--- src/rtl/cc_psr_flags_pkg.sv ---
// cc_psr_flags_pkg: shared constants for the PSR icc register and the
// Bicc/Ticc condition resolver (condition codes, icc bit indices, FSM states).
package cc_psr_flags_pkg;

    // icc bit positions inside the 4-bit {N,Z,V,C} vector
    localparam int ICC_N = 3;
    localparam int ICC_Z = 2;
    localparam int ICC_V = 1;
    localparam int ICC_C = 0;

    // SPARC Bicc condition field encodings
    localparam logic [3:0] BN   = 4'b0000;
    localparam logic [3:0] BE   = 4'b0001;
    localparam logic [3:0] BLE  = 4'b0010;
    localparam logic [3:0] BL   = 4'b0011;
    localparam logic [3:0] BLEU = 4'b0100;
    localparam logic [3:0] BCS  = 4'b0101;
    localparam logic [3:0] BNEG = 4'b0110;
    localparam logic [3:0] BVS  = 4'b0111;
    localparam logic [3:0] BA   = 4'b1000;
    localparam logic [3:0] BNE  = 4'b1001;
    localparam logic [3:0] BG   = 4'b1010;
    localparam logic [3:0] BGE  = 4'b1011;
    localparam logic [3:0] BGU  = 4'b1100;
    localparam logic [3:0] BCC  = 4'b1101;
    localparam logic [3:0] BPOS = 4'b1110;
    localparam logic [3:0] BVC  = 4'b1111;

    // Resolver sequencing states
    typedef enum logic [1:0] {
        ST_IDLE    = 2'd0,
        ST_SETTLE  = 2'd1,
        ST_RESOLVE = 2'd2
    } psr_state_t;

endpackage

--- src/rtl/cc_psr_flags_if.sv ---
// cc_psr_flags_if: ALU flag, PSR read/write and condition-request signals
// between the control unit (master) and the PSR flag block (slave).
interface cc_psr_flags_if #(
    parameter int DATAWIDTH_BUS  = 32,
    parameter int DATAWIDTH_COND = 4
);
    logic                      CC_PSR_overflow_InLow;
    logic                      CC_PSR_carry_InLow;
    logic                      CC_PSR_negative_InLow;
    logic                      CC_PSR_zero_InLow;
    logic                      CC_PSR_setFlags_In;
    logic                      CC_PSR_write_In;
    logic [DATAWIDTH_BUS-1:0]  CC_PSR_data_InBUS;
    logic [DATAWIDTH_COND-1:0] CC_PSR_condition_InBUS;
    logic                      CC_PSR_evaluate_In;
    logic [DATAWIDTH_BUS-1:0]  CC_PSR_data_OutBUS;
    logic [3:0]                CC_PSR_icc_OutBUS;
    logic                      CC_PSR_taken_Out;
    logic                      CC_PSR_done_Out;
    logic                      CC_PSR_busy_Out;

    modport master (
        output CC_PSR_overflow_InLow, CC_PSR_carry_InLow, CC_PSR_negative_InLow,
               CC_PSR_zero_InLow, CC_PSR_setFlags_In, CC_PSR_write_In,
               CC_PSR_data_InBUS, CC_PSR_condition_InBUS, CC_PSR_evaluate_In,
        input  CC_PSR_data_OutBUS, CC_PSR_icc_OutBUS, CC_PSR_taken_Out,
               CC_PSR_done_Out, CC_PSR_busy_Out
    );

    modport slave (
        input  CC_PSR_overflow_InLow, CC_PSR_carry_InLow, CC_PSR_negative_InLow,
               CC_PSR_zero_InLow, CC_PSR_setFlags_In, CC_PSR_write_In,
               CC_PSR_data_InBUS, CC_PSR_condition_InBUS, CC_PSR_evaluate_In,
        output CC_PSR_data_OutBUS, CC_PSR_icc_OutBUS, CC_PSR_taken_Out,
               CC_PSR_done_Out, CC_PSR_busy_Out
    );
endinterface

--- src/rtl/cc_condition_eval.sv ---
// cc_condition_eval: purely combinational SPARC condition evaluation of a
// 4-bit cond field against {N,Z,V,C}; shared by branch and trap logic.
module cc_condition_eval
    import cc_psr_flags_pkg::*;
(
    input  logic [3:0] cond,
    input  logic [3:0] icc,
    output logic       taken
);

    logic n;
    logic z;
    logic v;
    logic c;

    assign n = icc[ICC_N];
    assign z = icc[ICC_Z];
    assign v = icc[ICC_V];
    assign c = icc[ICC_C];

    // Upper eight codes are the complements of the lower eight
    always_comb begin
        taken = 1'b0;
        case (cond)
            BN:      taken = 1'b0;
            BE:      taken = z;
            BLE:     taken = z | (n ^ v);
            BL:      taken = n ^ v;
            BLEU:    taken = c | z;
            BCS:     taken = c;
            BNEG:    taken = n;
            BVS:     taken = v;
            BA:      taken = 1'b1;
            BNE:     taken = ~z;
            BG:      taken = ~(z | (n ^ v));
            BGE:     taken = ~(n ^ v);
            BGU:     taken = ~(c | z);
            BCC:     taken = ~c;
            BPOS:    taken = ~n;
            BVC:     taken = ~v;
            default: taken = 1'b0;
        endcase
    end

endmodule

--- src/rtl/cc_psr_flags.sv ---
// cc_psr_flags: architectural icc register with ALU capture and wrpsr load,
// PSR readback, and a request/done branch-condition resolver.
module cc_psr_flags
    import cc_psr_flags_pkg::*;
#(
    parameter int DATAWIDTH_BUS  = 32,
    parameter int DATAWIDTH_COND = 4,
    parameter int ICC_LSB        = 20
) (
    input  logic          CC_PSR_CLOCK_50,
    input  logic          CC_PSR_RESET_InLow,
    cc_psr_flags_if.slave psr_bus
);

    logic [3:0]                icc_reg;
    logic [DATAWIDTH_COND-1:0] cond_reg;
    psr_state_t                state;
    psr_state_t                state_next;
    logic                      taken_reg;
    logic                      done_reg;
    logic                      eval_taken;
    logic                      icc_update;
    logic                      accept;
    logic [DATAWIDTH_BUS-1:0]  data_out;
    logic                      unused_data;

    // Only the icc field of the wrpsr word is stored; the rest is folded here
    assign unused_data = ^psr_bus.CC_PSR_data_InBUS;

    assign icc_update = psr_bus.CC_PSR_write_In | psr_bus.CC_PSR_setFlags_In;
    assign accept     = psr_bus.CC_PSR_evaluate_In && (state == ST_IDLE);

    // icc register: wrpsr beats ALU capture; ALU flags arrive active low
    always_ff @(posedge CC_PSR_CLOCK_50 or negedge CC_PSR_RESET_InLow) begin
        if (!CC_PSR_RESET_InLow) begin
            icc_reg <= 4'b0000;
        end else if (psr_bus.CC_PSR_write_In) begin
            icc_reg <= psr_bus.CC_PSR_data_InBUS[ICC_LSB +: 4];
        end else if (psr_bus.CC_PSR_setFlags_In) begin
            icc_reg <= ~{psr_bus.CC_PSR_negative_InLow, psr_bus.CC_PSR_zero_InLow,
                         psr_bus.CC_PSR_overflow_InLow, psr_bus.CC_PSR_carry_InLow};
        end
    end

    // Resolver state register
    always_ff @(posedge CC_PSR_CLOCK_50 or negedge CC_PSR_RESET_InLow) begin
        if (!CC_PSR_RESET_InLow) begin
            state <= ST_IDLE;
        end else begin
            state <= state_next;
        end
    end

    // Next state: a same-cycle flag update forces one settle cycle so the
    // resolution sees the new icc
    always_comb begin
        state_next = state;
        case (state)
            ST_IDLE: begin
                if (psr_bus.CC_PSR_evaluate_In) begin
                    state_next = icc_update ? ST_SETTLE : ST_RESOLVE;
                end
            end
            ST_SETTLE:  state_next = ST_RESOLVE;
            ST_RESOLVE: state_next = ST_IDLE;
            default:    state_next = ST_IDLE;
        endcase
    end

    // Latch the condition field only when a request is accepted in IDLE
    always_ff @(posedge CC_PSR_CLOCK_50 or negedge CC_PSR_RESET_InLow) begin
        if (!CC_PSR_RESET_InLow) begin
            cond_reg <= BN;
        end else if (accept) begin
            cond_reg <= psr_bus.CC_PSR_condition_InBUS;
        end
    end

    cc_condition_eval u_cond_eval (
        .cond  (cond_reg[3:0]),
        .icc   (icc_reg),
        .taken (eval_taken)
    );

    // Registered result: done pulses once per RESOLVE, taken holds until the next one
    always_ff @(posedge CC_PSR_CLOCK_50 or negedge CC_PSR_RESET_InLow) begin
        if (!CC_PSR_RESET_InLow) begin
            taken_reg <= 1'b0;
            done_reg  <= 1'b0;
        end else begin
            done_reg <= (state == ST_RESOLVE);
            if (state == ST_RESOLVE) begin
                taken_reg <= eval_taken;
            end
        end
    end

    // PSR readback word: icc in its field, everything else zero
    always_comb begin
        data_out = '0;
        data_out[ICC_LSB +: 4] = icc_reg;
    end

    assign psr_bus.CC_PSR_data_OutBUS = data_out;
    assign psr_bus.CC_PSR_icc_OutBUS  = icc_reg;
    assign psr_bus.CC_PSR_taken_Out   = taken_reg;
    assign psr_bus.CC_PSR_done_Out    = done_reg;
    assign psr_bus.CC_PSR_busy_Out    = (state != ST_IDLE);

endmodule
--- src/flat_wrapper.sv ---
// flat-port wrapper written by rule: the top's interface ports become plain ports
module cc_psr_flags_flat import cc_psr_flags_pkg::*;
#(
    parameter int DATAWIDTH_BUS  = 32,
    parameter int DATAWIDTH_COND = 4,
    parameter int ICC_LSB        = 20
)
  (CC_PSR_CLOCK_50, CC_PSR_RESET_InLow, psr_bus_CC_PSR_overflow_InLow, psr_bus_CC_PSR_carry_InLow, psr_bus_CC_PSR_negative_InLow, psr_bus_CC_PSR_zero_InLow, psr_bus_CC_PSR_setFlags_In, psr_bus_CC_PSR_write_In, psr_bus_CC_PSR_data_InBUS, psr_bus_CC_PSR_condition_InBUS, psr_bus_CC_PSR_evaluate_In, psr_bus_CC_PSR_data_OutBUS, psr_bus_CC_PSR_icc_OutBUS, psr_bus_CC_PSR_taken_Out, psr_bus_CC_PSR_done_Out, psr_bus_CC_PSR_busy_Out);
  cc_psr_flags_if #(.DATAWIDTH_BUS(DATAWIDTH_BUS), .DATAWIDTH_COND(DATAWIDTH_COND)) psr_bus_i ();
  input  logic CC_PSR_CLOCK_50;
  input  logic CC_PSR_RESET_InLow;
  input wire logic [$bits(psr_bus_i.CC_PSR_overflow_InLow)-1:0] psr_bus_CC_PSR_overflow_InLow;
  input wire logic [$bits(psr_bus_i.CC_PSR_carry_InLow)-1:0] psr_bus_CC_PSR_carry_InLow;
  input wire logic [$bits(psr_bus_i.CC_PSR_negative_InLow)-1:0] psr_bus_CC_PSR_negative_InLow;
  input wire logic [$bits(psr_bus_i.CC_PSR_zero_InLow)-1:0] psr_bus_CC_PSR_zero_InLow;
  input wire logic [$bits(psr_bus_i.CC_PSR_setFlags_In)-1:0] psr_bus_CC_PSR_setFlags_In;
  input wire logic [$bits(psr_bus_i.CC_PSR_write_In)-1:0] psr_bus_CC_PSR_write_In;
  input wire logic [$bits(psr_bus_i.CC_PSR_data_InBUS)-1:0] psr_bus_CC_PSR_data_InBUS;
  input wire logic [$bits(psr_bus_i.CC_PSR_condition_InBUS)-1:0] psr_bus_CC_PSR_condition_InBUS;
  input wire logic [$bits(psr_bus_i.CC_PSR_evaluate_In)-1:0] psr_bus_CC_PSR_evaluate_In;
  output wire logic [$bits(psr_bus_i.CC_PSR_data_OutBUS)-1:0] psr_bus_CC_PSR_data_OutBUS;
  output wire logic [$bits(psr_bus_i.CC_PSR_icc_OutBUS)-1:0] psr_bus_CC_PSR_icc_OutBUS;
  output wire logic [$bits(psr_bus_i.CC_PSR_taken_Out)-1:0] psr_bus_CC_PSR_taken_Out;
  output wire logic [$bits(psr_bus_i.CC_PSR_done_Out)-1:0] psr_bus_CC_PSR_done_Out;
  output wire logic [$bits(psr_bus_i.CC_PSR_busy_Out)-1:0] psr_bus_CC_PSR_busy_Out;
  assign psr_bus_i.CC_PSR_overflow_InLow = psr_bus_CC_PSR_overflow_InLow;
  assign psr_bus_i.CC_PSR_carry_InLow = psr_bus_CC_PSR_carry_InLow;
  assign psr_bus_i.CC_PSR_negative_InLow = psr_bus_CC_PSR_negative_InLow;
  assign psr_bus_i.CC_PSR_zero_InLow = psr_bus_CC_PSR_zero_InLow;
  assign psr_bus_i.CC_PSR_setFlags_In = psr_bus_CC_PSR_setFlags_In;
  assign psr_bus_i.CC_PSR_write_In = psr_bus_CC_PSR_write_In;
  assign psr_bus_i.CC_PSR_data_InBUS = psr_bus_CC_PSR_data_InBUS;
  assign psr_bus_i.CC_PSR_condition_InBUS = psr_bus_CC_PSR_condition_InBUS;
  assign psr_bus_i.CC_PSR_evaluate_In = psr_bus_CC_PSR_evaluate_In;
  assign psr_bus_CC_PSR_data_OutBUS = psr_bus_i.CC_PSR_data_OutBUS;
  assign psr_bus_CC_PSR_icc_OutBUS = psr_bus_i.CC_PSR_icc_OutBUS;
  assign psr_bus_CC_PSR_taken_Out = psr_bus_i.CC_PSR_taken_Out;
  assign psr_bus_CC_PSR_done_Out = psr_bus_i.CC_PSR_done_Out;
  assign psr_bus_CC_PSR_busy_Out = psr_bus_i.CC_PSR_busy_Out;
  cc_psr_flags #(.DATAWIDTH_BUS(DATAWIDTH_BUS), .DATAWIDTH_COND(DATAWIDTH_COND), .ICC_LSB(ICC_LSB)) u_core (.CC_PSR_CLOCK_50(CC_PSR_CLOCK_50), .CC_PSR_RESET_InLow(CC_PSR_RESET_InLow), .psr_bus(psr_bus_i));
endmodule
--- config.mk ---
export PLATFORM = sky130hd
export DESIGN_NAME = cc_psr_flags_flat
export DESIGN_NICKNAME = d
export VERILOG_FILES = /design/src/rtl/cc_psr_flags_pkg.sv /design/src/rtl/cc_psr_flags_if.sv /design/src/rtl/cc_condition_eval.sv /design/src/rtl/cc_psr_flags.sv /design/src/flat_wrapper.sv
export SDC_FILE = /design/constraint.sdc
export NUM_CORES = 1
export LEC_CHECK = 0
export ABC_CLOCK_PERIOD_IN_PS = 1700
export BUFFER_PORTS_ARGS = -buffer_cell sky130_fd_sc_hd__buf_2
export CAP_MARGIN = 20
export CORE_MARGIN = 2
export CORE_UTILIZATION = 35
export CTS_CLUSTER_DIAMETER = 150
export CTS_CLUSTER_SIZE = 8
export DETAILED_ROUTE_END_ITERATION = 8
export GPL_TIMING_DRIVEN = 0
export PLACE_DENSITY = 0.79
export SKIP_LAST_GASP = 1
export SYNTH_ARGS = -nofsm -noshare
export SYNTH_HDL_FRONTEND = slang
export SYNTH_SLANG_ARGS = --single-unit
--- constraint.sdc ---
create_clock -name CC_PSR_CLOCK_50 -period 1.7 [get_ports CC_PSR_CLOCK_50]
set_input_delay 0.34 -clock CC_PSR_CLOCK_50 [delete_from_list [all_inputs] [get_ports CC_PSR_CLOCK_50]]
set_output_delay 0.34 -clock CC_PSR_CLOCK_50 [all_outputs]
set_load 0.01 [all_outputs]
==> flow_summary.toml <==
[outcome]
outcome = "finished, final reports clean"

[yosys]
ys_async_sr_fraction_pct = 100.0
ys_types = 24
synthTopCellsByArea = "dfrtp_1 36%, buf_4 29%, mux2i_1 4.9%"
synth_ff_type = "dfrtp_1"
ys_seq_area_share_pct = 36.42
synth-edff-count = 0
yosys-top-cells-count = "32 x buf_4, 12 x dfrtp_1, 6 x nand2_1"
synth_top_area_share_pct = 36.42
syn_area_sq_um = 824.5
ys_ff_latch = 12
synth_top_area_cell = "dfrtp_1"
syn_avg_cell_area_sq_um = 9.162
post_synth_inst_count = 90
synth_warnings = 0
synth.most_common_cell = "buf_4"

[floorplan]
core_sq_um = 2212
fp.dieH_um = 52.54
die_w_um = 52.54
ios = 84
rows = 17
die-area_sq_um = 2760
initial_utilization_pct = 37.27

[critical_path]
r2r_start = "u_core.psr_bus.CC_PSR_icc_OutBUS[1]$_DFFE_PN0N_"
cp-start-kind = "register"
rr_worst_depth = 4
required_ns = 1.36
arrival_ns = 1.08
crit_type = "reg2out"
reg2reg_to = "u_core.psr_bus.CC_PSR_taken_Out$_DFFE_PN0P_"
critPathMaxFanout = 3
startpoint = "u_core.state[1]$_DFFE_PN0P_"
endpoint_kind = "output port"
rrSetupSlack_ns = 0.34

[sta]
fin_crit_ns = 1.418
setup-tns-final_ns = 0
fin_crit_sh_pct = 83.44
hold_viol = 0
fmax_mhz = 705.0
finalSetupViolCount = 0
whs_ns = 0.2839
drv_slew = 0
finalClockSkew_ns = 0.006789
grt_setup_unrepaired = "no"
fin_ws_ns = 0.2815

[clocking]
cts_resized = 0
numCtsBuffers = 3
post_cts_buffers = 0
cts_buffer_depth = 2
cts_tree = "yes"
hold_buffers = 1
root_buffer = "clkbuf_4"
clk_pin_slew_ns = 0.07
htree_num_levels = 1
worst_skew_pair.late_latency_ns = 0.27
numClockSinks = 12

[pwr]
power_leakage_uw = 0.0006690
power_density_nw_per_um2 = 801.5
ir_drop_uv = 373.3

[placement]
io_buffers = 25
hpwl_um = 1350
pre_cts_ws_ns = 0.3350
dp.cells = 170
place.gp.congestion = 0.7105

[drt]
routed_wirelength_um = 1547
route.detailed.drc = 0
vias = 689
ant_nets = 0
wire_per_inst_um = 8.840
top_layer_used = "met4"
drt_iter0_markers = 4
met3WireLength_um = 164
avgViaCountPerCell = 3.937
wl_met1_um = 511
met2_length_um = 860
dr.pass1.iters = 4

[global_routing]
grt_pass1_wl_um = 2332
grt_pass1_vias = 611
antenna_found_initial = 0
grt-ovfl-total = 0
grt_start_max_net_pins = 13
grt_util_all_layers_pct = 11.20

[flow_run]
drv_cap = 0

[cells_and_area]
finalNonFillerCells = 175
postLayoutCoreUtil_pct = 51.19
final_layout_size_suffix_gt1_share_pct = 44.22
n_fill_cell = 228
antennaDiodeCount = 0
nets = 193
area_growth_syn_to_layout_pct = 37.33

[min_path]
hp-class = "in2reg"
hold_depth = 3
holdCritStartpoint = "psr_bus_CC_PSR_data_InBUS[21]"
hold_path_end = "u_core.psr_bus.CC_PSR_icc_OutBUS[1]$_DFFE_PN0N_"
[cell families (layout without fill, tap and decap cells)]
family | Yosys count | after routing | synth area share [%]
AOI/OAI and AO/OA | 10 | 10 | 7.739
xor gates and xnor gates | 1 | 1 | 1.062
buffers and inverters | 39 | 69 | 32.32
DFF | 12 | 12 | 36.42
muxes | 8 | 8 | 10.32
other | 1 | 28 | 0.4548
and+or+nand+nor | 19 | 19 | 11.69
[critical path, stage by stage, from the launching register on]
cell and delay, ns:
dfrtp_1 0.40, or2_1 0.27, buf_2 0.15
[area by class of cell]
class | count | area [sq um] | share of cell area (%)
Buffer | 34 | 247.7 | 21.88
Inverter | 5 | 18.77 | 1.657
Sequential cell | 12 | 300.3 | 26.52
Timing Repair Buffer | 26 | 135.1 | 11.93
Clock buffer | 4 | 36.28 | 3.204
Multi-Input combinational cell | 66 | 359.1 | 31.71
Tap cell | 28 | 35.03 | 3.094
[placed cells by master, fill, tap and decap left out]
cell           netlist  final
mux2_1               1      1
o21ai_0              5      5
clkbuf_8             0      1
or2_1                1      1
a2bb2oi_1            1      1
nand3_1              2      2
a21boi_1             1      1
o311ai_0             1      1
conb_1               1     28
mux2_2               3      3
xnor2_1              1      1
clkbuf_1             2      2
clkbuf_4             0      3
or4_1                1      1
inv_1                5      5
o2111ai_1            1      1
buf_2                0     25
nor2_1               3      3
nor3_1               1      1
dfrtp_1             12     12
buf_4               32     32
a21oi_1              1      1
dlygate4sd3_1        0      1
mux2i_1              4      4
nand2_1              6      6
and3b_1              1      1
nand2b_1             3      3
nor2_2               1      1
[how the worst max path moves through the flow]
stage,to,cells past startpoint
2_1_floorplan,u_core.psr_bus.CC_PSR_taken_Out$_DFFE_PN0P_,4
3_3_place_gp,u_core.psr_bus.CC_PSR_taken_Out$_DFFE_PN0P_,4
3_5_place_dp,u_core.psr_bus.CC_PSR_taken_Out$_DFFE_PN0P_,4
4_1_cts,psr_bus_CC_PSR_busy_Out,2
5_1_grt,psr_bus_CC_PSR_busy_Out,2
6_report,psr_bus_CC_PSR_busy_Out,2
[per-layer routing]
| layer | track usage (%) | up-vias |
|---|---|---|
| met3 | 4.000 | 2 |
| met2 | 20.21 | 34 |
| met1 | 11.88 | 305 |
| li1 | - | 348 |
| met4 | 3.846 | 0 |
| met5 | 0 | - |
[stage by stage]
stage	power (uW)	area [sq um]
3_3_place_gp	670.3	1086
5_1_grt	968.1	1132
3_5_place_dp	688.6	1086
4_1_cts	912.2	1132
6_report	907.5	1132
2_1_floorplan	596.9	925.9
[report_power, final]
group          internal (uW)  leakage (uW)  switching, uW
Sequential               338      0.000146           51.5
Combinational            160      0.000502            136
Clock                    130     0.0000210           93.1
Total                    627      0.000669            280
Power figures use the tool's default switching activity.
